### src/rtl/psimd_sat_pipe.sv
// -----------------------------------------------------------------------------
// psimd_sat_pipe
// Pipelined packed-SIMD adder for the EX stage. Each word holds LANES
// independent LANE_W-bit lanes. Four lane operations are available: signed
// saturating add, signed saturating subtract, unsigned saturating add and
// wrapping add. Carries and borrows never cross lane boundaries. The pipeline
// has STAGES register stages, a valid/ready handshake with full backpressure,
// per-lane saturation flags, and a sticky counter of saturating words.
//
// Ports
//   clk        : clock, rising edge
//   rst        : asynchronous active-high reset (discards words in flight)
//   in_valid   : input word valid
//   in_ready   : unit can accept an input word this cycle
//   op         : 00 sadd-sat, 01 ssub-sat, 10 uadd-sat, 11 add-wrap
//   a, b       : packed operands, lane i = x[i*LANE_W +: LANE_W]
//   out_valid  : result valid
//   out_ready  : downstream accepts the result
//   result     : packed result
//   sat_lanes  : bit i set when lane i saturated (aligned with result)
//   sat_count  : number of delivered words with any lane saturated (sticky max)
//   sat_clr    : synchronous clear of sat_count (wins over an increment)
// -----------------------------------------------------------------------------
module psimd_sat_pipe #(
   parameter int LANE_W = 4,
   parameter int LANES  = 4,
   parameter int STAGES = 2,
   parameter int CNT_W  = 8
) (
   input  logic                      clk,
   input  logic                      rst,
   input  logic                      in_valid,
   output logic                      in_ready,
   input  logic [1:0]                op,
   input  logic [LANE_W*LANES-1:0]   a,
   input  logic [LANE_W*LANES-1:0]   b,
   output logic                      out_valid,
   input  logic                      out_ready,
   output logic [LANE_W*LANES-1:0]   result,
   output logic [LANES-1:0]          sat_lanes,
   output logic [CNT_W-1:0]          sat_count,
   input  logic                      sat_clr
);

   localparam int W = LANE_W * LANES;

   // Clamp a LANE_W+1-bit signed value into LANE_W bits; returns {flag, lane}.
   // The two top bits differ exactly when the value is outside the lane range.
   function automatic logic [LANE_W:0] sat_signed(input logic signed [LANE_W:0] s);
      if (s[LANE_W] != s[LANE_W-1]) begin
         if (s[LANE_W])
            return {1'b1, 1'b1, {(LANE_W-1){1'b0}}};
         else
            return {1'b1, 1'b0, {(LANE_W-1){1'b1}}};
      end
      return {1'b0, s[LANE_W-1:0]};
   endfunction

   // Clamp an unsigned sum with carry-out to all-ones; returns {flag, lane}.
   function automatic logic [LANE_W:0] sat_unsigned(input logic [LANE_W:0] u);
      if (u[LANE_W])
         return {1'b1, {LANE_W{1'b1}}};
      return {1'b0, u[LANE_W-1:0]};
   endfunction

   function automatic logic [LANE_W:0] lane_op(input logic [LANE_W-1:0] x,
                                               input logic [LANE_W-1:0] y,
                                               input logic [1:0]        o);
      logic signed [LANE_W:0] sx;
      logic signed [LANE_W:0] sy;
      logic        [LANE_W:0] u;
      sx = {x[LANE_W-1], x};
      sy = {y[LANE_W-1], y};
      u  = {1'b0, x} + {1'b0, y};
      case (o)
         2'b00:   return sat_signed(sx + sy);
         2'b01:   return sat_signed(sx - sy);
         2'b10:   return sat_unsigned(u);
         default: return {1'b0, u[LANE_W-1:0]};
      endcase
   endfunction

   logic [W-1:0]      w_res;
   logic [LANES-1:0]  w_sat;
   logic [STAGES-1:0] w_rdy;

   logic [STAGES-1:0] r_vld_p;
   logic [W-1:0]      r_res_p [STAGES];
   logic [LANES-1:0]  r_sat_p [STAGES];
   logic [CNT_W-1:0]  r_cnt;

   genvar g;
   generate
      for (g = 0; g < LANES; g++) begin : g_lane
         logic [LANE_W:0] w_l;
         assign w_l = lane_op(a[g*LANE_W +: LANE_W], b[g*LANE_W +: LANE_W], op);
         assign w_res[g*LANE_W +: LANE_W] = w_l[LANE_W-1:0];
         assign w_sat[g]                  = w_l[LANE_W];
      end

      // Unrolled form of rdy[k] = rdy[k+1] | ~v[k]: stage k can move when the
      // output is accepted or any stage at or after k holds a bubble.
      for (g = 0; g < STAGES; g++) begin : g_rdy
         assign w_rdy[g] = out_ready | ~(&r_vld_p[STAGES-1:g]);
      end
   endgenerate

   assign in_ready = w_rdy[0];

   // ---- stage p0: capture the lane arithmetic ----
   always_ff @(posedge clk or posedge rst) begin
      if (rst) begin
         r_vld_p[0] <= 1'b0;
         r_res_p[0] <= '0;
         r_sat_p[0] <= '0;
      end else if (w_rdy[0]) begin
         r_vld_p[0] <= in_valid;
         r_res_p[0] <= w_res;
         r_sat_p[0] <= w_sat;
      end
   end

   // ---- stages p1..pN: carry data unchanged, hold when not ready ----
   generate
      for (g = 1; g < STAGES; g++) begin : g_stage
         always_ff @(posedge clk or posedge rst) begin
            if (rst) begin
               r_vld_p[g] <= 1'b0;
               r_res_p[g] <= '0;
               r_sat_p[g] <= '0;
            end else if (w_rdy[g]) begin
               r_vld_p[g] <= r_vld_p[g-1];
               r_res_p[g] <= r_res_p[g-1];
               r_sat_p[g] <= r_sat_p[g-1];
            end
         end
      end
   endgenerate

   assign out_valid = r_vld_p[STAGES-1];
   assign result    = r_res_p[STAGES-1];
   assign sat_lanes = r_sat_p[STAGES-1];

   // ---- saturation event counter: sticky at all-ones, clear has priority ----
   always_ff @(posedge clk or posedge rst) begin
      if (rst)
         r_cnt <= '0;
      else if (sat_clr)
         r_cnt <= '0;
      else if (out_valid && out_ready && (|sat_lanes) && !(&r_cnt))
         r_cnt <= r_cnt + 1'b1;
   end

   assign sat_count = r_cnt;

endmodule

### config.mk
export PLATFORM = sky130hd
export DESIGN_NAME = psimd_sat_pipe
export DESIGN_NICKNAME = d
export VERILOG_FILES = /design/src/rtl/psimd_sat_pipe.sv
export SDC_FILE = /design/constraint.sdc
export NUM_CORES = 1
export LEC_CHECK = 0
export CORE_ASPECT_RATIO = 0.6
export CORE_UTILIZATION = 38
export DETAILED_ROUTE_END_ITERATION = 7
export SYNTH_ARGS = -nofsm -noshare
export SYNTH_HDL_FRONTEND = slang
export SYNTH_SLANG_ARGS = --single-unit
### constraint.sdc
create_clock -name clk -period 2.7 [get_ports clk]
set_clock_uncertainty 0.15 [all_clocks]
set_input_delay 0.54 -clock clk [delete_from_list [all_inputs] [get_ports clk]]
set_output_delay 0.54 -clock clk [all_outputs]
set_load 0.01 [all_outputs]
**Word-level counts from Yosys, hierarchy flattened**

Cells that the tools add are included.

- Register bits: 50
- Output and inout bits: 30
- Word-level logic and storage cells: 105

- Add/sub/neg operators: 13
- Equal/unequal tests: 10
- Mux-type cells: 62
- Bitwise logic cells: 4
- Reductions and logical operators: 9

Operators by type and width:

| kind | number |
|---|---|
| $mux W5 | 24 |
| $pmux W5 S3 | 4 |
| $add A4 B4 Y5 | 8 |
| $mux W4 | 8 |
| $mux W1 | 24 |
| $sub A4 B4 Y5 | 4 |
| $mux W8 | 2 |
| $add A8 B1 Y8 const B | 1 |
| $ne A1 B1 Y1 | 8 |
| $reduce_and A8 Y1 | 1 |
| $reduce_or A4 Y1 | 1 |
| $logic_and A1 B1 Y1 | 3 |
| $eq A2 B1 Y1 const B | 1 |
| $eq A2 B2 Y1 const B | 1 |
| $logic_not A2 Y1 | 1 |
| $not A1 Y1 | 2 |
| $or A1 B1 Y1 | 2 |
| $reduce_and A2 Y1 | 1 |
| $reduce_bool A2 Y1 | 1 |
| $logic_not A1 Y1 | 1 |

**Longest topological paths before layout**

Gate-level depths: netlist (run 1).

- Depth in word-level cells: 6
- Gate-level depth with buffers: 13
- Gate-level depth less buffers: 13

**Worst setup path before layout (run 1)**

OpenSTA, ideal clock, no wires.

- Kind: in2reg
- Start point: input a[12]
- End point: register r_res_p[28] in the netlist's numbering
- Arrival time: 2522 ps
- Path slack: -99 ps
- Stages: 10
- Path through: ha_1 -> inv_1 -> fa_1 -> o21bai_1 -> o21ai_2 -> ha_1 -> a31o_2 -> a31oi_1 -> a311o_1 -> a221o_1

- Word-level cells in the longest chain between the ends: 6
- Elaborated cells on any way between the ends: 19
- Those cells by class: 3 x add/sub; 2 x eq/ne; 14 x mux

RTL lines:

| element | line | source |
|---|---|---|
| start: declaration | 35 | `input logic [LANE_W*LANES-1:0] a,` |
| $sub A4 B4 Y5 / $add A4 B4 Y5 (equally long branches) | 77, 76 |  |
| $ne A1 B1 Y1 | 50 | `if (s[LANE_W] != s[LANE_W-1]) begin` |
| $mux W1 | 50 |  |
| $mux W1 | 75 | `case (o)` |
| $mux W5 | 56 | `return {1'b0, s[LANE_W-1:0]};` |
| $pmux W5 S3 * | 75 |  |
| end: declaration | 88 | `logic [W-1:0] r_res_p [STAGES];` |

Mark *: on every way between the ends. The rest lies on a longest branch, timed or not. The select of a mux whose other input is x is not followed.
A chain may end at the register's enable or synchronous reset.

**Worst setup path in the final report (run 1)**

Ends and elaborated chain as after synthesis.

==> results of run 1 <==
## layer usage
metal	GRT usage	up-vias	part of all wire
met4	0.04985	0	0.010
met3	0.03315	14	0.050
li1	-	2111	-
met1	0.3160	2081	0.49
met2	0.3339	130	0.45
met5	0	-	0
## how the worst max path moves through the flow
stage | startpoint | end | slack (ns)
after floorplan | a[12] | r_res_p[28]$_DFFE_PP0P_ | 0.003
after global placement | b[13] | r_res_p[30]$_DFFE_PP0P_ | -0.62
after detailed placement | b[13] | r_res_p[30]$_DFFE_PP0P_ | -0.73
after CTS | a[4] | r_res_p[20]$_DFFE_PP0P_ | 0.005
after global routing | a[4] | r_res_p[22]$_DFFE_PP0P_ | -0.02
final | a[12] | r_res_p[28]$_DFFE_PP0P_ | 0.1
## registers in the layout, summed over array words and instances (netlist names)
register,cells
sat_lanes,4
sat_count,8
out_valid,1
r_sat_p,4
result,16
r_vld_p,1
r_res_p,16
## power by group through the flow
stage	Clock, W	Sequential (W)	Combinational [W]
3_5_place_dp	0	0.00102	0.00135
5_1_grt	0.000776	0.00102	0.00164
2_1_floorplan	0	0.000981	0.000869
6_report	0.000738	0.000998	0.00150
3_3_place_gp	0	0.00101	0.00133
4_1_cts	0.000753	0.00100	0.00145
## area by class of cell
class / count / area [µm²]
sequential: 50 / 1251
inverter: 49 / 186.4
clock inverter: 2 / 37.54
tap: 160 / 200.2
multi-input combinational: 380 / 3166
clock buffer: 6 / 128.9
fill: 1032 / 4996
timing repair buffer: 174 / 1483
## layout by cell type, fill, tap and decap left out, drive strengths merged, types with 5 or more instances in the layout
| cell type | netlist | final |
|---|---|---|
| a21oi | 42 | 42 |
| a31oi | 14 | 14 |
| buf | 34 | 106 |
| clkbuf | 9 | 10 |
| clkdlybuf4s50 | 0 | 47 |
| dfrtp | 50 | 50 |
| dlygate4sd2 | 0 | 7 |
| dlymetal6s2s | 0 | 9 |
| fa | 8 | 8 |
| ha | 41 | 41 |
| inv | 47 | 47 |
| mux2 | 22 | 22 |
| mux2i | 5 | 5 |
| nand2 | 34 | 34 |
| nand2b | 10 | 10 |
| nor2 | 38 | 38 |
| nor2b | 10 | 10 |
| nor3 | 12 | 12 |
| o211ai | 5 | 5 |
| o21ai | 31 | 31 |
| o22ai | 7 | 7 |
| o31ai | 6 | 6 |
| or3 | 5 | 5 |
| xnor2 | 12 | 12 |
| xor2 | 5 | 5 |
## critical path, cell delays in order
cell and delay, ns:
clkbuf_2 0.09, ha_2 0.17, inv_1 0.05, fa_2 0.38, o21bai_4 0.19, o21ai_4 0.08
ha_4 0.30, a31o_4 0.15, a31oi_1 0.04, a311o_1 0.33, a221o_1 0.32
## metrics by stage
| step | utilization | power (W) | area (µm²) |
|---|---|---|---|
| finish | 0.5636 | 0.003235 | 6452 |
| global route | 0.5636 | 0.003435 | 6452 |
| CTS | 0.5516 | 0.003202 | 6315 |
| detailed placement | 0.5152 | 0.002364 | 5898 |
| global placement | 0.5152 | 0.002342 | 5898 |
| floorplan | - | 0.001850 | 4544 |
## kinds of logic (layout without fill, tap and decap cells)
kind of cell | after synthesis | in the layout
compound gates | 154 | 154
simple gates | 133 | 133
buf+inv | 92 | 231
flops | 50 | 50
fa+ha+maj | 49 | 49
mux | 27 | 27
xor+xnor | 17 | 17
## what timing repair did
item                                    CTS  global route
endpoints found under the hold margin     0             0
pin swaps                                28            30
endpoints found under the setup margin   17            18
hold buffers                              0             0
buffers inserted                          6             4
gates cloned                              0             0
gates resized for setup                  57            43
==> run metrics, run 1 <==
Post-Place Cells around 800; Post-DP HPWL 9538 µm; register area share after synthesis 0.2762; die width between 100 and 150 µm; CP endpoint kind flop; hold slack 0.3033 ns; critical path type input pin to flop; crit path launch type input pin; largest net degree at the start of global routing between 50 and 60; Worst R2R Start sat_count[0]$_DFFE_PP0P_; Initial Util 0.3956; Slew HR 0.6732; initial antenna violation count 0; part of the power in combinational logic 0.464; Synth Area in XOR/XNOR 0.03453; Core Area roughly 0.011 mm²; post-synthesis compound-gate area fraction 0.2312; Antenna Cells 0; Mapped Cells approximately 520; clock share of power 0.228; switch share 0.3332; Max-Cap Viols 0; Initial DRC Count 406; Clock Latency Late Sink around 0.30 ns; Synth Net Count 610; GP Congestion approximately 0.91; CP arrival 2.64 ns; clk sinks 50; P_int 0.002157 W; fin crit period between 2 and 3 ns; post-synthesis simple-gate area fraction 0.1450; largest family of logic cells by synthesized area compound AO/OA/AOI/OAI gates; Die ar. between 0.01 and 0.015 mm²; Nets 748; area delta synth->final 42.46%; share of the synthesized area in the top cell type 0.2762; synth top area cells dfrtp_1 (28%), ha_1 (11%), mux2_2 (5.5%); Final Cycle Share 0.9633; total track usage 0.2161; fin cells between 800 and 900; final slew viol count 0; # IOs 69; Post-DRT Antenna Nets 0; multiplexer area fraction after synthesis 0.06575; flop-to-flop setup slack between 0.7 and 0.8 ns; WL final ~13000 µm; Synth cell types 74; most numerous cell in the Yosys netlist dfrtp_1; Die Y between 80 and 90 µm; Port Buffer Count 68; maximum VDD drop 0.2573 mV; post-synth top area cell dfrtp_1; share of cells above drive strength 1 0.3313; Max Fclk 0.3845 GHz; Worst Tran Pin Value 0.4890 ns; Pwr Density 501.4 mW/mm²; vias ~4.3k; grt ovf 0; cts bufs inserted 5; commonest cells in the netlist dfrtp_1 (50), inv_1 (44), ha_1 (41), a21oi_1 (40), nor2_1 (37); Hold Fails Final Rpt 0; drt first pass iters 5; Site Rows 30; Vias per Instance 5.281; Hold Path Sink out_valid$_DFFE_PP0P_; hold path depth 2; Reg clk slew, reported paths 0.07 ns; CTS tree built; H-tree depth 2; reg2reg end sat_count[5]$_DFFE_PP0P_; Clock Tree Buf Depth 2; number of global-route vias before repair about 4.1k; Worst Path Required 2.74 ns; # DRC 0; Post-synth EDFFs 0; final setup vio count 0; Tightest Hold Check Type flop to flop; R2R cell count 7; P_leak between 2 and 3 nW; FF+latch count, synth 50; share of flip-flops with an asynchronous set or reset 1.000; worst-path maximum fanout 5; area share of fa/ha/maj cells after synthesis 0.1486; Root Driver clkbuf_16; Avg Cell Area, Syn 8.677 µm²; dominant synthesized flop cell dfrtp_1; WL/cell 15.70 µm; Setup TNS 0 ns; status finished, final reports clean; Final WS setup 0.09899 ns; first-pass GRT wire length 20870 µm; Synth warnings 0; sw power approximately 0.0011 W; Hold Crit Start r_vld_p[0]$_DFFE_PP0P_; post-placement setup slack -0.7350 ns; Reg power frac 0.308; synthesized area 0.004529 mm²
Power figures use the tool's default switching activity.
==> run 2, diff against run 1 <==
- SLEW_MARGIN: not set -> 20
==> results of run 2 <==
Same layout as run 1: the final DEF is identical, and so are final timing and power.
==> run 3, diff against run 2 <==
- CAP_MARGIN: not set -> 10
==> results of run 3 <==
Same layout as run 1: the final DEF is identical, and so are final timing and power.
